$ cat src/rtl/ldm_stm_mem_sequencer_if.sv
// Bus bundle between the LDM/STM memory sequencer and its environment
// (register address generator, register file and memory port).
interface ldm_stm_mem_sequencer_if #(
  parameter int ADDR_W = 32,
  parameter int DATA_W = 32
);
  logic              ldm_stm_start_in;
  logic [15:0]       reg_list_in;
  logic [ADDR_W-1:0] base_addr_in;
  logic [3:0]        rn_addr_in;
  logic              p_bit_in;
  logic              u_bit_in;
  logic              w_bit_in;
  logic              load_in;
  logic [3:0]        reg_addr_in;
  logic              ldm_stm_en_in;
  logic [DATA_W-1:0] reg_data_in;
  logic              mem_ready_in;
  logic [DATA_W-1:0] mem_rdata_in;
  logic              stall_out;
  logic              mem_req_out;
  logic              mem_we_out;
  logic [ADDR_W-1:0] mem_addr_out;
  logic [DATA_W-1:0] mem_wdata_out;
  logic              reg_wr_en_out;
  logic [3:0]        reg_wr_addr_out;
  logic [DATA_W-1:0] reg_wr_data_out;
  logic              rn_wb_en_out;
  logic [ADDR_W-1:0] rn_wb_data_out;
  logic              busy_out;
  logic              done_out;

  modport master (
    input  ldm_stm_start_in, reg_list_in, base_addr_in, rn_addr_in,
           p_bit_in, u_bit_in, w_bit_in, load_in,
           reg_addr_in, ldm_stm_en_in, reg_data_in,
           mem_ready_in, mem_rdata_in,
    output stall_out, mem_req_out, mem_we_out, mem_addr_out, mem_wdata_out,
           reg_wr_en_out, reg_wr_addr_out, reg_wr_data_out,
           rn_wb_en_out, rn_wb_data_out, busy_out, done_out
  );

  modport slave (
    output ldm_stm_start_in, reg_list_in, base_addr_in, rn_addr_in,
           p_bit_in, u_bit_in, w_bit_in, load_in,
           reg_addr_in, ldm_stm_en_in, reg_data_in,
           mem_ready_in, mem_rdata_in,
    input  stall_out, mem_req_out, mem_we_out, mem_addr_out, mem_wdata_out,
           reg_wr_en_out, reg_wr_addr_out, reg_wr_data_out,
           rn_wb_en_out, rn_wb_data_out, busy_out, done_out
  );
endinterface

$ cat src/rtl/ldm_stm_mem_sequencer.sv
// LDM/STM memory-side sequencer: pairs generator register indices with word
// addresses, runs one req/ready transfer per register, then optional Rn writeback.
module ldm_stm_mem_sequencer #(
  parameter int ADDR_W = 32,
  parameter int DATA_W = 32
) (
  input logic                    clk_in,
  input logic                    reset_in,
  ldm_stm_mem_sequencer_if.master bus
);

  localparam logic [2:0] ST_IDLE = 3'd0;
  localparam logic [2:0] ST_CALC = 3'd1;
  localparam logic [2:0] ST_XFER = 3'd2;
  localparam logic [2:0] ST_WB   = 3'd3;
  localparam logic [2:0] ST_DONE = 3'd4;

  localparam logic [ADDR_W-1:0] FOUR_C = {{(ADDR_W-3){1'b0}}, 3'b100};

  function automatic logic [4:0] popcount16(input logic [15:0] v);
    logic [4:0] c;
    c = 5'd0;
    for (int i = 0; i < 16; i++) begin
      c = c + {4'd0, v[i]};
    end
    return c;
  endfunction

  logic [2:0]        state_r;
  logic [2:0]        state_s;
  logic [15:0]       list_r;
  logic [ADDR_W-1:0] base_r;
  logic [3:0]        rn_r;
  logic              p_r;
  logic              u_r;
  logic              w_r;
  logic              load_r;
  logic [4:0]        issued_r;
  logic [4:0]        xfer_cnt_r;
  logic [ADDR_W-1:0] addr_r;
  logic              full_r;
  logic [3:0]        hold_idx_r;
  logic [DATA_W-1:0] wdata_r;
  logic              we_r;
  logic              reg_wr_en_r;
  logic [3:0]        reg_wr_addr_r;
  logic [DATA_W-1:0] reg_wr_data_r;
  logic              rn_wb_en_r;
  logic [ADDR_W-1:0] rn_wb_data_r;
  logic              busy_r;
  logic              done_r;

  logic [4:0]        n_s;
  logic [ADDR_W-1:0] n4_s;
  logic [ADDR_W-1:0] base_al_s;
  logic [ADDR_W-1:0] first_addr_s;
  logic [ADDR_W-1:0] wb_value_s;
  logic              start_ok_s;
  logic              ready_s;
  logic              capture_s;
  logic              last_s;
  logic              wb_take_s;
  logic              stall_s;

  // Transfer-count, address and handshake decode derived from the latched command
  always_comb begin
    n_s        = popcount16(list_r);
    n4_s       = {{(ADDR_W-7){1'b0}}, n_s, 2'b00};
    base_al_s  = {base_r[ADDR_W-1:2], 2'b00};
    wb_value_s = u_r ? (base_r + n4_s) : (base_r - n4_s);
    start_ok_s = bus.ldm_stm_start_in & ((state_r == ST_IDLE) | (state_r == ST_DONE));
    ready_s    = (state_r == ST_XFER) & full_r & bus.mem_ready_in;
    capture_s  = (state_r == ST_XFER) & (~full_r | bus.mem_ready_in)
               & bus.ldm_stm_en_in & (issued_r < n_s);
    last_s     = ready_s & ((xfer_cnt_r + 5'd1) == n_s);
    wb_take_s  = w_r & ~(load_r & list_r[rn_r]);
    // The generator must also hold during CALC, since nothing can be captured yet.
    stall_s    = (state_r == ST_CALC) | (full_r & ~bus.mem_ready_in);
    case ({p_r, u_r})
      2'b01:   first_addr_s = base_al_s;
      2'b11:   first_addr_s = base_al_s + FOUR_C;
      2'b00:   first_addr_s = base_al_s - n4_s + FOUR_C;
      2'b10:   first_addr_s = base_al_s - n4_s;
      default: first_addr_s = base_al_s;
    endcase
  end

  // Next-state decode of the sequencing FSM
  always_comb begin
    state_s = state_r;
    case (state_r)
      ST_IDLE: state_s = start_ok_s ? ST_CALC : ST_IDLE;
      ST_CALC: state_s = (n_s == 5'd0) ? ST_DONE : ST_XFER;
      ST_XFER: begin
        if (last_s) begin
          state_s = wb_take_s ? ST_WB : ST_DONE;
        end else begin
          state_s = ST_XFER;
        end
      end
      ST_WB:   state_s = ST_DONE;
      ST_DONE: state_s = start_ok_s ? ST_CALC : ST_IDLE;
      default: state_s = ST_IDLE;
    endcase
  end

  // State, command latches, holding register and all registered outputs
  always_ff @(posedge clk_in) begin
    if (reset_in) begin
      state_r       <= ST_IDLE;
      list_r        <= 16'd0;
      base_r        <= {ADDR_W{1'b0}};
      rn_r          <= 4'd0;
      p_r           <= 1'b0;
      u_r           <= 1'b0;
      w_r           <= 1'b0;
      load_r        <= 1'b0;
      issued_r      <= 5'd0;
      xfer_cnt_r    <= 5'd0;
      addr_r        <= {ADDR_W{1'b0}};
      full_r        <= 1'b0;
      hold_idx_r    <= 4'd0;
      wdata_r       <= {DATA_W{1'b0}};
      we_r          <= 1'b0;
      reg_wr_en_r   <= 1'b0;
      reg_wr_addr_r <= 4'd0;
      reg_wr_data_r <= {DATA_W{1'b0}};
      rn_wb_en_r    <= 1'b0;
      rn_wb_data_r  <= {ADDR_W{1'b0}};
      busy_r        <= 1'b0;
      done_r        <= 1'b0;
    end else begin
      state_r <= state_s;

      if (start_ok_s) begin
        list_r <= bus.reg_list_in;
        base_r <= bus.base_addr_in;
        rn_r   <= bus.rn_addr_in;
        p_r    <= bus.p_bit_in;
        u_r    <= bus.u_bit_in;
        w_r    <= bus.w_bit_in;
        load_r <= bus.load_in;
      end

      if (state_r == ST_CALC) begin
        addr_r     <= first_addr_s;
        xfer_cnt_r <= 5'd0;
        issued_r   <= 5'd0;
      end else if (ready_s) begin
        addr_r     <= addr_r + FOUR_C;
        xfer_cnt_r <= xfer_cnt_r + 5'd1;
      end

      // A ready cycle frees the slot, so a new entry may refill it in the same cycle.
      if (capture_s) begin
        full_r     <= 1'b1;
        hold_idx_r <= bus.reg_addr_in;
        we_r       <= ~load_r;
        wdata_r    <= load_r ? {DATA_W{1'b0}} : bus.reg_data_in;
        issued_r   <= issued_r + 5'd1;
      end else if (ready_s) begin
        full_r <= 1'b0;
        we_r   <= 1'b0;
      end

      reg_wr_en_r <= ready_s & load_r;
      if (ready_s & load_r) begin
        reg_wr_addr_r <= hold_idx_r;
        reg_wr_data_r <= bus.mem_rdata_in;
      end

      rn_wb_en_r <= (state_s == ST_WB);
      if (state_s == ST_WB) begin
        rn_wb_data_r <= wb_value_s;
      end

      busy_r <= (state_s != ST_IDLE);
      done_r <= (state_s == ST_DONE);
    end
  end

  assign bus.stall_out       = stall_s;
  assign bus.mem_req_out     = full_r;
  assign bus.mem_we_out      = we_r;
  assign bus.mem_addr_out    = addr_r;
  assign bus.mem_wdata_out   = wdata_r;
  assign bus.reg_wr_en_out   = reg_wr_en_r;
  assign bus.reg_wr_addr_out = reg_wr_addr_r;
  assign bus.reg_wr_data_out = reg_wr_data_r;
  assign bus.rn_wb_en_out    = rn_wb_en_r;
  assign bus.rn_wb_data_out  = rn_wb_data_r;
  assign bus.busy_out        = busy_r;
  assign bus.done_out        = done_r;

endmodule

$ cat src/flat_wrapper.sv
// flat-port wrapper written by rule: the top's interface ports become plain ports
module ldm_stm_mem_sequencer_flat 
#(
  parameter int ADDR_W = 32,
  parameter int DATA_W = 32
)
  (clk_in, reset_in, bus_ldm_stm_start_in, bus_reg_list_in, bus_base_addr_in, bus_rn_addr_in, bus_p_bit_in, bus_u_bit_in, bus_w_bit_in, bus_load_in, bus_reg_addr_in, bus_ldm_stm_en_in, bus_reg_data_in, bus_mem_ready_in, bus_mem_rdata_in, bus_stall_out, bus_mem_req_out, bus_mem_we_out, bus_mem_addr_out, bus_mem_wdata_out, bus_reg_wr_en_out, bus_reg_wr_addr_out, bus_reg_wr_data_out, bus_rn_wb_en_out, bus_rn_wb_data_out, bus_busy_out, bus_done_out);
  ldm_stm_mem_sequencer_if #(.ADDR_W(ADDR_W), .DATA_W(DATA_W)) bus_i ();
  input logic clk_in;
  input logic reset_in;
  input wire logic [$bits(bus_i.ldm_stm_start_in)-1:0] bus_ldm_stm_start_in;
  input wire logic [$bits(bus_i.reg_list_in)-1:0] bus_reg_list_in;
  input wire logic [$bits(bus_i.base_addr_in)-1:0] bus_base_addr_in;
  input wire logic [$bits(bus_i.rn_addr_in)-1:0] bus_rn_addr_in;
  input wire logic [$bits(bus_i.p_bit_in)-1:0] bus_p_bit_in;
  input wire logic [$bits(bus_i.u_bit_in)-1:0] bus_u_bit_in;
  input wire logic [$bits(bus_i.w_bit_in)-1:0] bus_w_bit_in;
  input wire logic [$bits(bus_i.load_in)-1:0] bus_load_in;
  input wire logic [$bits(bus_i.reg_addr_in)-1:0] bus_reg_addr_in;
  input wire logic [$bits(bus_i.ldm_stm_en_in)-1:0] bus_ldm_stm_en_in;
  input wire logic [$bits(bus_i.reg_data_in)-1:0] bus_reg_data_in;
  input wire logic [$bits(bus_i.mem_ready_in)-1:0] bus_mem_ready_in;
  input wire logic [$bits(bus_i.mem_rdata_in)-1:0] bus_mem_rdata_in;
  output wire logic [$bits(bus_i.stall_out)-1:0] bus_stall_out;
  output wire logic [$bits(bus_i.mem_req_out)-1:0] bus_mem_req_out;
  output wire logic [$bits(bus_i.mem_we_out)-1:0] bus_mem_we_out;
  output wire logic [$bits(bus_i.mem_addr_out)-1:0] bus_mem_addr_out;
  output wire logic [$bits(bus_i.mem_wdata_out)-1:0] bus_mem_wdata_out;
  output wire logic [$bits(bus_i.reg_wr_en_out)-1:0] bus_reg_wr_en_out;
  output wire logic [$bits(bus_i.reg_wr_addr_out)-1:0] bus_reg_wr_addr_out;
  output wire logic [$bits(bus_i.reg_wr_data_out)-1:0] bus_reg_wr_data_out;
  output wire logic [$bits(bus_i.rn_wb_en_out)-1:0] bus_rn_wb_en_out;
  output wire logic [$bits(bus_i.rn_wb_data_out)-1:0] bus_rn_wb_data_out;
  output wire logic [$bits(bus_i.busy_out)-1:0] bus_busy_out;
  output wire logic [$bits(bus_i.done_out)-1:0] bus_done_out;
  assign bus_i.ldm_stm_start_in = bus_ldm_stm_start_in;
  assign bus_i.reg_list_in = bus_reg_list_in;
  assign bus_i.base_addr_in = bus_base_addr_in;
  assign bus_i.rn_addr_in = bus_rn_addr_in;
  assign bus_i.p_bit_in = bus_p_bit_in;
  assign bus_i.u_bit_in = bus_u_bit_in;
  assign bus_i.w_bit_in = bus_w_bit_in;
  assign bus_i.load_in = bus_load_in;
  assign bus_i.reg_addr_in = bus_reg_addr_in;
  assign bus_i.ldm_stm_en_in = bus_ldm_stm_en_in;
  assign bus_i.reg_data_in = bus_reg_data_in;
  assign bus_i.mem_ready_in = bus_mem_ready_in;
  assign bus_i.mem_rdata_in = bus_mem_rdata_in;
  assign bus_stall_out = bus_i.stall_out;
  assign bus_mem_req_out = bus_i.mem_req_out;
  assign bus_mem_we_out = bus_i.mem_we_out;
  assign bus_mem_addr_out = bus_i.mem_addr_out;
  assign bus_mem_wdata_out = bus_i.mem_wdata_out;
  assign bus_reg_wr_en_out = bus_i.reg_wr_en_out;
  assign bus_reg_wr_addr_out = bus_i.reg_wr_addr_out;
  assign bus_reg_wr_data_out = bus_i.reg_wr_data_out;
  assign bus_rn_wb_en_out = bus_i.rn_wb_en_out;
  assign bus_rn_wb_data_out = bus_i.rn_wb_data_out;
  assign bus_busy_out = bus_i.busy_out;
  assign bus_done_out = bus_i.done_out;
  ldm_stm_mem_sequencer #(.ADDR_W(ADDR_W), .DATA_W(DATA_W)) u_core (.clk_in(clk_in), .reset_in(reset_in), .bus(bus_i));
endmodule
$ cat config.mk
export PLATFORM = sky130hd
export DESIGN_NAME = ldm_stm_mem_sequencer_flat
export DESIGN_NICKNAME = d
export VERILOG_FILES = /design/src/rtl/ldm_stm_mem_sequencer_if.sv /design/src/rtl/ldm_stm_mem_sequencer.sv /design/src/flat_wrapper.sv
export SDC_FILE = /design/constraint.sdc
export NUM_CORES = 1
export LEC_CHECK = 0
export BUFFER_PORTS_ARGS = -buffer_cell sky130_fd_sc_hd__buf_4
export CORE_MARGIN = 4
export CORE_UTILIZATION = 40
export CTS_BUF_LIST = sky130_fd_sc_hd__clkbuf_8 sky130_fd_sc_hd__clkbuf_16
export DETAILED_ROUTE_END_ITERATION = 16
export SLEW_MARGIN = 20
export SYNTH_ARGS = -nofsm -noshare
export SYNTH_HDL_FRONTEND = slang
export SYNTH_SLANG_ARGS = --single-unit
export TNS_END_PERCENT = 20
$ cat constraint.sdc
create_clock -name clk_in -period 8.3 [get_ports clk_in]
set_clock_uncertainty 0.1 [all_clocks]
set_input_delay 0 -clock clk_in [delete_from_list [all_inputs] [get_ports clk_in]]
set_output_delay 0 -clock clk_in [all_outputs]
set_load 0.02 [all_outputs]
==> results of run 1 <==
-- logic make-up (layout without fill, tap and decap cells) --
group | Yosys count | in the layout | share of synthesized area [%]
compound gates | 358 | 358 | 17.8
flops | 209 | 209 | 33.5
xor+xnor | 116 | 116 | 8.27
buf+inv | 167 | 559 | 5.31
simple gates | 679 | 679 | 27.1
mux | 37 | 37 | 3.48
fa+ha+maj | 37 | 37 | 4.39
other cells | 1 | 2 | 0.0301
-- cell usage after synthesis, drive strengths merged, types with 4 or more instances --
cell type	n
xor2	55
dfxtp	209
nor3	35
a311oi	4
a22oi	4
o21bai	4
fa	12
clkbuf	97
o22ai	13
and3	22
nor2b	10
nand2b	12
mux2i	31
nand2	290
a211oi	28
a21o	6
a31oi	16
nor3b	39
nand3	51
a22o	7
mux4	5
or3	15
a221oi	4
xnor2	61
o31a	4
o31ai	9
o21ai	35
a21oi	185
o32ai	5
nand4	23
and2	9
a211o	4
ha	23
and4	6
or4	6
nor4	20
nor2	125
buf	24
or2	5
inv	46
-- state kept, by name, summed over array words and instances (netlist names), 3 cells and up --
register	count
u_core.hold_idx_r	4
u_core.xfer_cnt_r	5
u_core.issued_r	5
u_core.state_r	3
u_core.list_r	16
u_core.rn_r	4
u_core.bus.reg_wr_data_out	32
u_core.bus.rn_wb_data_out	32
u_core.bus.reg_wr_addr_out	4
u_core.bus.mem_addr_out	30
u_core.base_r	32
u_core.bus.mem_wdata_out	32
-- how the worst min path moves through the flow --
stage                                           to                  from  slack [ns]  cells past startpoint
detailed placement               u_core.list_r[11]   bus_reg_list_in[11]        0.15                      3
CTS                             u_core.issued_r[2]     bus_ldm_stm_en_in        0.01                      7
finish                          u_core.issued_r[2]     bus_ldm_stm_en_in        0.02                      6
global placement    u_core.bus.reg_wr_data_out[26]  bus_mem_rdata_in[26]        0.15                      3
floorplan                               u_core.w_r          bus_w_bit_in        0.04                      2
global route                    u_core.issued_r[2]     bus_ldm_stm_en_in        0.06                      6
-- critical path, cell delays in order, from the launching register on --
cell and delay [ns]:
dfxtp_1 0.33, ha_1 0.27, inv_1 0.04, fa_1 0.47, inv_1 0.05, fa_1 0.47
fa_1 0.51, inv_1 0.05, fa_1 0.45, fa_1 0.43, fa_1 0.45, xor2_2 0.43
inv_1 0.19, ha_1 0.51, nor3_1 0.10, a21oi_2 0.34, nand4_4 0.22, or3_1 0.41
a2111oi_2 0.59, nand3_1 0.24, nor3_1 0.25, xor2_1 0.25, nor4_1 0.07, or3_1 0.38
-- metrics by stage --
| step | worst slack, ns | hold WS [ns] | utilization, % |
|---|---|---|---|
| 2_1_floorplan | 1.36 | 0.0360 | - |
| 3_3_place_gp | 0.854 | 0.146 | 47.7 |
| 3_5_place_dp | 0.659 | 0.154 | 47.7 |
| 4_1_cts | 0.620 | 0.00979 | 56.4 |
| 5_1_grt | 0.171 | 0.0551 | 56.4 |
| 6_report | 0.551 | 0.0150 | 56.4 |
-- final cells by class --
| cell class | count | area, µm² |
|---|---|---|
| Multi-Input combinational cell | 1229 | 7660 |
| Clock buffer | 31 | 708 |
| Inverter | 46 | 173 |
| Clock inverter | 14 | 97.6 |
| Fill cell | 2804 | 13400 |
| Sequential cell | 209 | 4180 |
| Timing Repair Buffer | 468 | 3980 |
| Tap cell | 396 | 495 |
-- layer usage --
layer	vias up	share of wire, %	wire length, µm	global-route usage, %
met4	0	4.4	1920	10.4
met5	-	0	0	0
li1	6334	-	-	-
met1	6198	40	17500	29.5
met3	124	5.2	2250	3.65
met2	417	50	21600	42.8
-- power groups by stage --
stage	clock network, mW	logic (mW)	registers [mW]
after global placement	0	3.17	1.33
after CTS	1.09	3.30	1.32
after global routing	1.13	3.63	1.34
final	1.07	3.31	1.32
after floorplan	0	2.30	1.33
after detailed placement	0	3.20	1.34
==> out/results.ini, run 1 <==
[yosys]
async_flop_share_pct = 0
ys_warn_count = 0
synth_seq_area_share_pct = 33.5
synth_cells = 1604
yosysUniqueCellTypes = 94
synth_flop_cell = dfxtp_1
synthTopCellsByArea = dfxtp_1 34%, nand2_1 8.7%, a21oi_1 7.3%
synth_top_cell_area_share_pct = 33.5
syn_avg_cell_area_um2 = 7.78
synth-seq-cells = 209
yosys.area.top_type = dfxtp_1
synth_edf_count = 0
syn_area_um2 = 12500

[setup_path]
crit_end = u_core.bus.mem_addr_out[19]
path_max_fanout = 10
cp-start-kind = flop
crit_start = u_core.list_r[0]
reg2reg_slack_ns = 0.55
end_kind = flop
arrival_ns = 8.05
path_class = flop to flop
rr_worst_depth = 23
r2r-start = u_core.list_r[0]
critPathRequiredTime_ns = 8.60
rr_endpoint = u_core.bus.mem_addr_out[19]

[die]
core-area_um2 = 30700
dieWidth_um = 185
initial_utilization_pct = 40.7
rows = 64
die_height_um = 185
die_area_um2 = 34100
ios = 268

[job]
drv_cap = 0

[timing]
fin_tns_setup_ns = 0
fin_crit_sh_pct = 93.4
finalSetupViolCount = 0
rsz0062_at_grt = no
slew_headroom_pct = 28.7
worst_slew_pin_slew_ns = 1.07
slew_violations = 0
clock.fmax_mhz = 129
period_minus_slack_ns = 7.75
final_hold_viol_count = 0

[clock_network]
numCtsBuffers = 25
clkSinkCount = 209
cts-root-buf = clkbuf_16
clkTransAtPathRegs_ns = 0.06
htree_levels = 1
clk_latency_ns = 0.54
cts_tree = built
cts_setup_buffers = 0
clk_path_buf_depth = 3
cts_hold_buffers = 185
cts_resized = 0

[min_path]
hold_path.class = input pin to flop

[power]
intPower_mw = 3.07
pwr_density_cell_nw_per_um2 = 330
clockPowerShare_pct = 18.8
seqPwrFrac_pct = 23.1
switchingPower_mw = 2.63
p_sw_share_pct = 46.2
pwr-share-comb_pct = 58.1
p_leak_nw = 7.15
power_mw = 5.70
ir_worst_vdd_mv = 0.227

[detailed_routing]
viasPerCell = 5.46
ant_nets = 0
routedWlPerCell_um = 18.1
drtPass1Iterations = 5
wirelength_mm = 43.3
first_iter_violations = 691
drc = 0
vias = 13100

[placement]
io_buffer_count = 265
placedCellCount = 2163
hpwlAfterDp_mm = 29.9
placed_area_um2 = 14600
gp_congestion = 0.931

[grt]
grt_pass1_vias = 12800
grt-ovfl-total = 0
grt_usage_pct = 24.3
grt_pass1_wl_mm = 67.6
antenna_found_initial = 0
grt_start_max_net_pins = 130

[finish]
drive_above_1_share_pct = 18.9
syn2layout_area_growth_pct = 38.7
diodes = 0
final_cell_mix = 289 x nand2_1, 282 x buf_4, 209 x dfxtp_1, 185 x dlygate4sd3_1, 183 x a21oi_1
final_area_um2 = 17300
final_common_cell = nand2_1
nets = 2143
final_cells = 2393

[status]
run_status = completed

(Power assumes the default switching activity.)
==> run 2, diff against run 1 <==
--- a/config.mk
+++ b/config.mk
@@ -7,9 +7,11 @@
 export LEC_CHECK = 0
 export BUFFER_PORTS_ARGS = -buffer_cell sky130_fd_sc_hd__buf_4
 export CORE_MARGIN = 4
-export CORE_UTILIZATION = 40
+export CORE_UTILIZATION = 45
 export CTS_BUF_LIST = sky130_fd_sc_hd__clkbuf_8 sky130_fd_sc_hd__clkbuf_16
+export CTS_CLUSTER_SIZE = 14
 export DETAILED_ROUTE_END_ITERATION = 16
+export PLACE_DENSITY = 0.68
 export SLEW_MARGIN = 20
 export SYNTH_ARGS = -nofsm -noshare
 export SYNTH_HDL_FRONTEND = slang
==> out/results.ini, run 2 (same netlist as run 1, synthesis figures left out) <==
[status]
run_status = completed

[clock_network]
htree_levels = 1
clk_path_buf_depth = 3
clkTransAtPathRegs_ns = 0.06
cts_tree = built
numCtsBuffers = 24
cts-root-buf = clkbuf_16
cts_resized = 0
clkSinkCount = 209
clk_latency_ns = 0.52

[detailed_routing]
viasPerCell = 5.62
drc = 0
first_iter_violations = 1057
ant_nets = 0
routedWlPerCell_um = 18.3
wirelength_mm = 42.9
drtPass1Iterations = 5
vias = 13200

[finish]
drive_above_1_share_pct = 19.0
diodes = 0
nets = 2117
final_common_cell = nand2_1
layout.core_utilization_pct = 62.7
syn2layout_area_growth_pct = 36.3
final_cell_mix = 289 x nand2_1, 283 x buf_4, 209 x dfxtp_1, 183 x a21oi_1, 159 x dlygate4sd3_1

[grt]
grt_usage_pct = 26.8
grt_pass1_vias = 13000
grt_start_max_net_pins = 92
grt_pass1_wl_mm = 67.7
grt-ovfl-total = 0
antenna_found_initial = 0

[power]
intPower_mw = 3.06
pwr_density_cell_nw_per_um2 = 334
seqPwrFrac_pct = 23.3
clockPowerShare_pct = 18.8
p_leak_nw = 6.97
pwr-share-comb_pct = 57.9
ir_worst_vdd_mv = 0.182
switchingPower_mw = 2.61
p_sw_share_pct = 46.0

[placement]
io_buffer_count = 265
gp_congestion = 0.949
hpwlAfterDp_mm = 29.6

[timing]
final_hold_viol_count = 0
slew_violations = 0
slew_headroom_pct = 33.3
finalSetupViolCount = 0
clock.fmax_mhz = 127
worst_slew_pin_slew_ns = 0.997
fin_tns_setup_ns = 0
fin_crit_sh_pct = 94.5
rsz0062_at_grt = no
period_minus_slack_ns = 7.85

[setup_path]
cp-start-kind = flop
arrival_ns = 8.18
r2r-start = u_core.list_r[0]
path_class = flop to flop
rr_endpoint = u_core.bus.mem_addr_out[30]
critPathRequiredTime_ns = 8.63
rr_worst_depth = 23
path_max_fanout = 10
end_kind = flop
reg2reg_slack_ns = 0.45

[die]
die_area_um2 = 30400
initial_utilization_pct = 46.0
ios = 268
die_height_um = 174
rows = 60
core-area_um2 = 27100
dieWidth_um = 174

[min_path]
hold_depth = 4
worstHoldStart = bus_reg_list_in[15]
hold_path.class = input pin to flop
min_to = u_core.list_r[15]

[job]
drv_cap = 0

-- run 2: metrics by stage --
| step | cell area (µm²) | hold WS, ns | total power [mW] | setup slack (ns) | instances |
|---|---|---|---|---|---|
| floorplan | 12500 | 0.0360 | 3.63 | 1.36 | 1605 |
| global placement | 14600 | 0.146 | 4.49 | 0.801 | 2140 |
| detailed placement | 14600 | 0.156 | 4.54 | 0.516 | 2140 |
| CTS | 17000 | 0.147 | 5.67 | 0.476 | 2339 |
| global route | 17000 | 0.177 | 6.05 | 0.0410 | 2339 |
| finish | 17000 | 0.169 | 5.67 | 0.454 | 2339 |
-- run 2: power groups by stage --
stage / Clock [mW] / Sequential [mW] / Combinational [mW]
2_1_floorplan: 0 / 1.33 / 2.30
3_3_place_gp: 0 / 1.33 / 3.16
3_5_place_dp: 0 / 1.34 / 3.20
4_1_cts: 1.08 / 1.32 / 3.27
5_1_grt: 1.12 / 1.34 / 3.59
6_report: 1.07 / 1.32 / 3.28
-- run 2: worst max path at each step --
stage | start | endpoint
after floorplan | u_core.list_r[0] | u_core.bus.mem_addr_out[22]
after global placement | u_core.list_r[0] | u_core.bus.mem_addr_out[30]
after global routing | u_core.list_r[0] | u_core.bus.mem_addr_out[30]
after detailed placement | u_core.list_r[0] | u_core.bus.mem_addr_out[30]
after CTS | u_core.list_r[0] | u_core.bus.mem_addr_out[30]
final | u_core.list_r[0] | u_core.bus.mem_addr_out[30]
-- run 2: timing repair --
action,in CTS,in global routing
endpoints found under the hold margin,140,0
setup buffers,0,0
hold buffers,159,0
-- run 2: worst max-delay path, cell delays in order (launching register included) --
cell	delay [ns]
dfxtp_1	0.32
ha_1	0.27
inv_1	0.04
fa_1	0.47
inv_1	0.05
fa_1	0.48
fa_1	0.52
inv_1	0.05
fa_1	0.45
fa_1	0.43
fa_1	0.46
xor2_2	0.43
inv_1	0.18
ha_1	0.51
nor3_1	0.10
a21oi_2	0.35
nand4_4	0.23
or3_1	0.42
a211o_1	0.41
nor3_2	0.47
nand4_1	0.33
o21ai_0	0.24
nand3_1	0.11
a221oi_2	0.32
-- run 2: routing by layer --
metal,vias up,GRT usage (%),share of wire (%)
met5,-,0,0
met4,0,12.3,5.1
met3,145,4.37,5.7
met2,497,47.7,50
met1,6243,31.5,39
li1,6269,-,-
-- run 2: final cells by class --
class / instances / area, µm²
clock buffers: 30 / 694
clock inverters: 10 / 96.3
fillers: 2292 / 10100
inverters: 46 / 173
multi-input cells: 1229 / 7660
flip-flops and latches: 209 / 4180
well taps: 372 / 465
repair buffers: 443 / 3730
==> run 3, diff against run 2 <==
==> constraint.sdc (replaced) <==
create_clock -name clk_in -period 8.43 [get_ports clk_in]
set_clock_uncertainty 0.1 [all_clocks]
set_input_delay 0 -clock clk_in [delete_from_list [all_inputs] [get_ports clk_in]]
set_output_delay 0 -clock clk_in [all_outputs]
set_load 0.02 [all_outputs]
==> out/results.ini, run 3 (same netlist as run 1, synthesis figures left out) <==
[clock_network]
htree_levels = 1
clkSinkCount = 209
numCtsBuffers = 24
clkTransAtPathRegs_ns = 0.06
clk_path_buf_depth = 3
cts_tree = built
cts-root-buf = clkbuf_16
cts_setup_buffers = 0
clk_latency_ns = 0.54

[grt]
grt_pass1_vias = 13200
grt_usage_pct = 27.2
grt_start_max_net_pins = 92
grt_pass1_wl_mm = 69.1
grt-ovfl-total = 0
antenna_found_initial = 0

[power]
seqPwrFrac_pct = 23.2
p_leak_nw = 6.96
p_sw_share_pct = 46.5
switchingPower_mw = 2.60
pwr-share-comb_pct = 58.0
intPower_mw = 3.00
pwr_density_cell_nw_per_um2 = 329
ir_worst_vdd_mv = 0.204
clockPowerShare_pct = 18.8

[detailed_routing]
first_iter_violations = 899
routedWlPerCell_um = 18.3
ant_nets = 0
vias = 13200
viasPerCell = 5.64
drtPass1Iterations = 5
drc = 0
wirelength_mm = 42.9

[finish]
diodes = 0
n_fill_cell = 2373
multi_input_area_um2 = 7660
final_common_cell = nand2_1
drive_above_1_share_pct = 19.3
syn2layout_area_growth_pct = 36.4
layout.core_utilization_pct = 62.8
nets = 2117
final_area_um2 = 17000
register_area_um2 = 4180
final_cells = 2343
final_cell_mix = 289 x nand2_1, 283 x buf_4, 209 x dfxtp_1, 183 x a21oi_1, 159 x dlygate4sd3_1

[placement]
placedCellCount = 2140
hpwlAfterDp_mm = 29.9
placed_area_um2 = 14600
io_buffer_count = 265
gp_congestion = 0.954

[die]
rows = 60
die_area_um2 = 30400
ios = 268
initial_utilization_pct = 46.0
core-area_um2 = 27100
dieWidth_um = 174
die_height_um = 174

[setup_path]
path_class = flop to flop
path_max_fanout = 10
end_kind = flop
crit_start = u_core.list_r[0]
arrival_ns = 8.12
critPathRequiredTime_ns = 8.76
r2r-start = u_core.list_r[0]
cp-start-kind = flop

[timing]
fin_tns_setup_ns = 0
slew_headroom_pct = 36.1
period_minus_slack_ns = 7.79
finalSetupViolCount = 0
worst_slew_pin_slew_ns = 0.959
final_hold_viol_count = 0
slew_violations = 0
timing.hold.ws_ns = 0.0250
clock.fmax_mhz = 128
fin_crit_sh_pct = 92.4
rsz0062_at_grt = no

[status]
run_status = completed

[min_path]
worstHoldStart = bus_mem_ready_in
hold_path.class = input pin to flop

[job]
drv_cap = 0

-- run 3: changes by cell type in the layout (fill, tap and decap cells not counted) --
cell        previous run  this run
clkinv_2               1         6
inv_1                 51        47
clkbuf_8               5         7
clkinvlp_4             0         2
bufinv_16              2         1
clkbuf_16             25        24
clkinv_4               1         0
clkinv_8               0         1
inv_6                  0         1
-- run 3: power groups by stage --
| stage | Sequential [mW] | Clock, mW | Combinational [mW] |
|---|---|---|---|
| final | 1.30 | 1.05 | 3.25 |
| after global routing | 1.32 | 1.10 | 3.55 |
| after CTS | 1.29 | 1.07 | 3.22 |
| after detailed placement | 1.32 | 0 | 3.16 |
| after global placement | 1.31 | 0 | 3.12 |
| after floorplan | 1.31 | 0 | 2.26 |
-- run 3: worst paths after layout --
kind                                       to  slack (ns)  cells after the start
setup / recovery  u_core.bus.mem_addr_out[30]        0.64                     23
hold / removal         u_core.bus.mem_req_out        0.03                      4
setup reg to reg  u_core.bus.mem_addr_out[30]        0.64                     23
hold reg to reg                    u_core.w_r        0.35                      2
-- run 3: layout make-up --
type	count	share of cell area, %
multi-input cells	1229	45.0
flip-flops and latches	209	24.6
repair buffers	443	21.9
clock buffers	31	4.10
well taps	372	2.74
inverters	46	1.02
clock inverters	13	0.633
-- run 3: through the flow --
step | setup WS [ns] | power [mW]
floorplan | 1.49 | 3.57
global placement | 0.913 | 4.43
detailed placement | 0.754 | 4.47
CTS | 0.710 | 5.58
global route | 0.152 | 5.97
finish | 0.640 | 5.60
-- run 3: per-layer routing --
metal  share of wire (%)  vias to the layer above  track usage [%]
met2                  50                      445             47.8
met1                  40                     6348             32.6
met5                   0                        -                0
li1                    -                     6279                -
met4                 5.3                        0             13.0
met3                 4.9                      139             3.76
-- run 3: critical path, cell delays in order, from the launching register on --
cell and delay [ns]:
dfxtp_1 0.33, ha_1 0.28, inv_1 0.05, fa_1 0.47, inv_1 0.05, fa_1 0.47
fa_1 0.51, inv_1 0.05, fa_1 0.45, fa_1 0.44, fa_1 0.45, xor2_2 0.42
inv_1 0.18, ha_1 0.52, nor3_1 0.10, a21oi_2 0.36, nand4_4 0.22, or3_1 0.41
a211o_1 0.41, nor3_2 0.46, nand4_1 0.30, o21ai_0 0.24, nand3_1 0.11, a221oi_2 0.31
-- run 3: what timing repair did --
| item | CTS | global route |
|---|---|---|
| hold buffers | 159 | 0 |
| endpoints found under the hold margin | 140 | 0 |
| resized for setup | 0 | 0 |
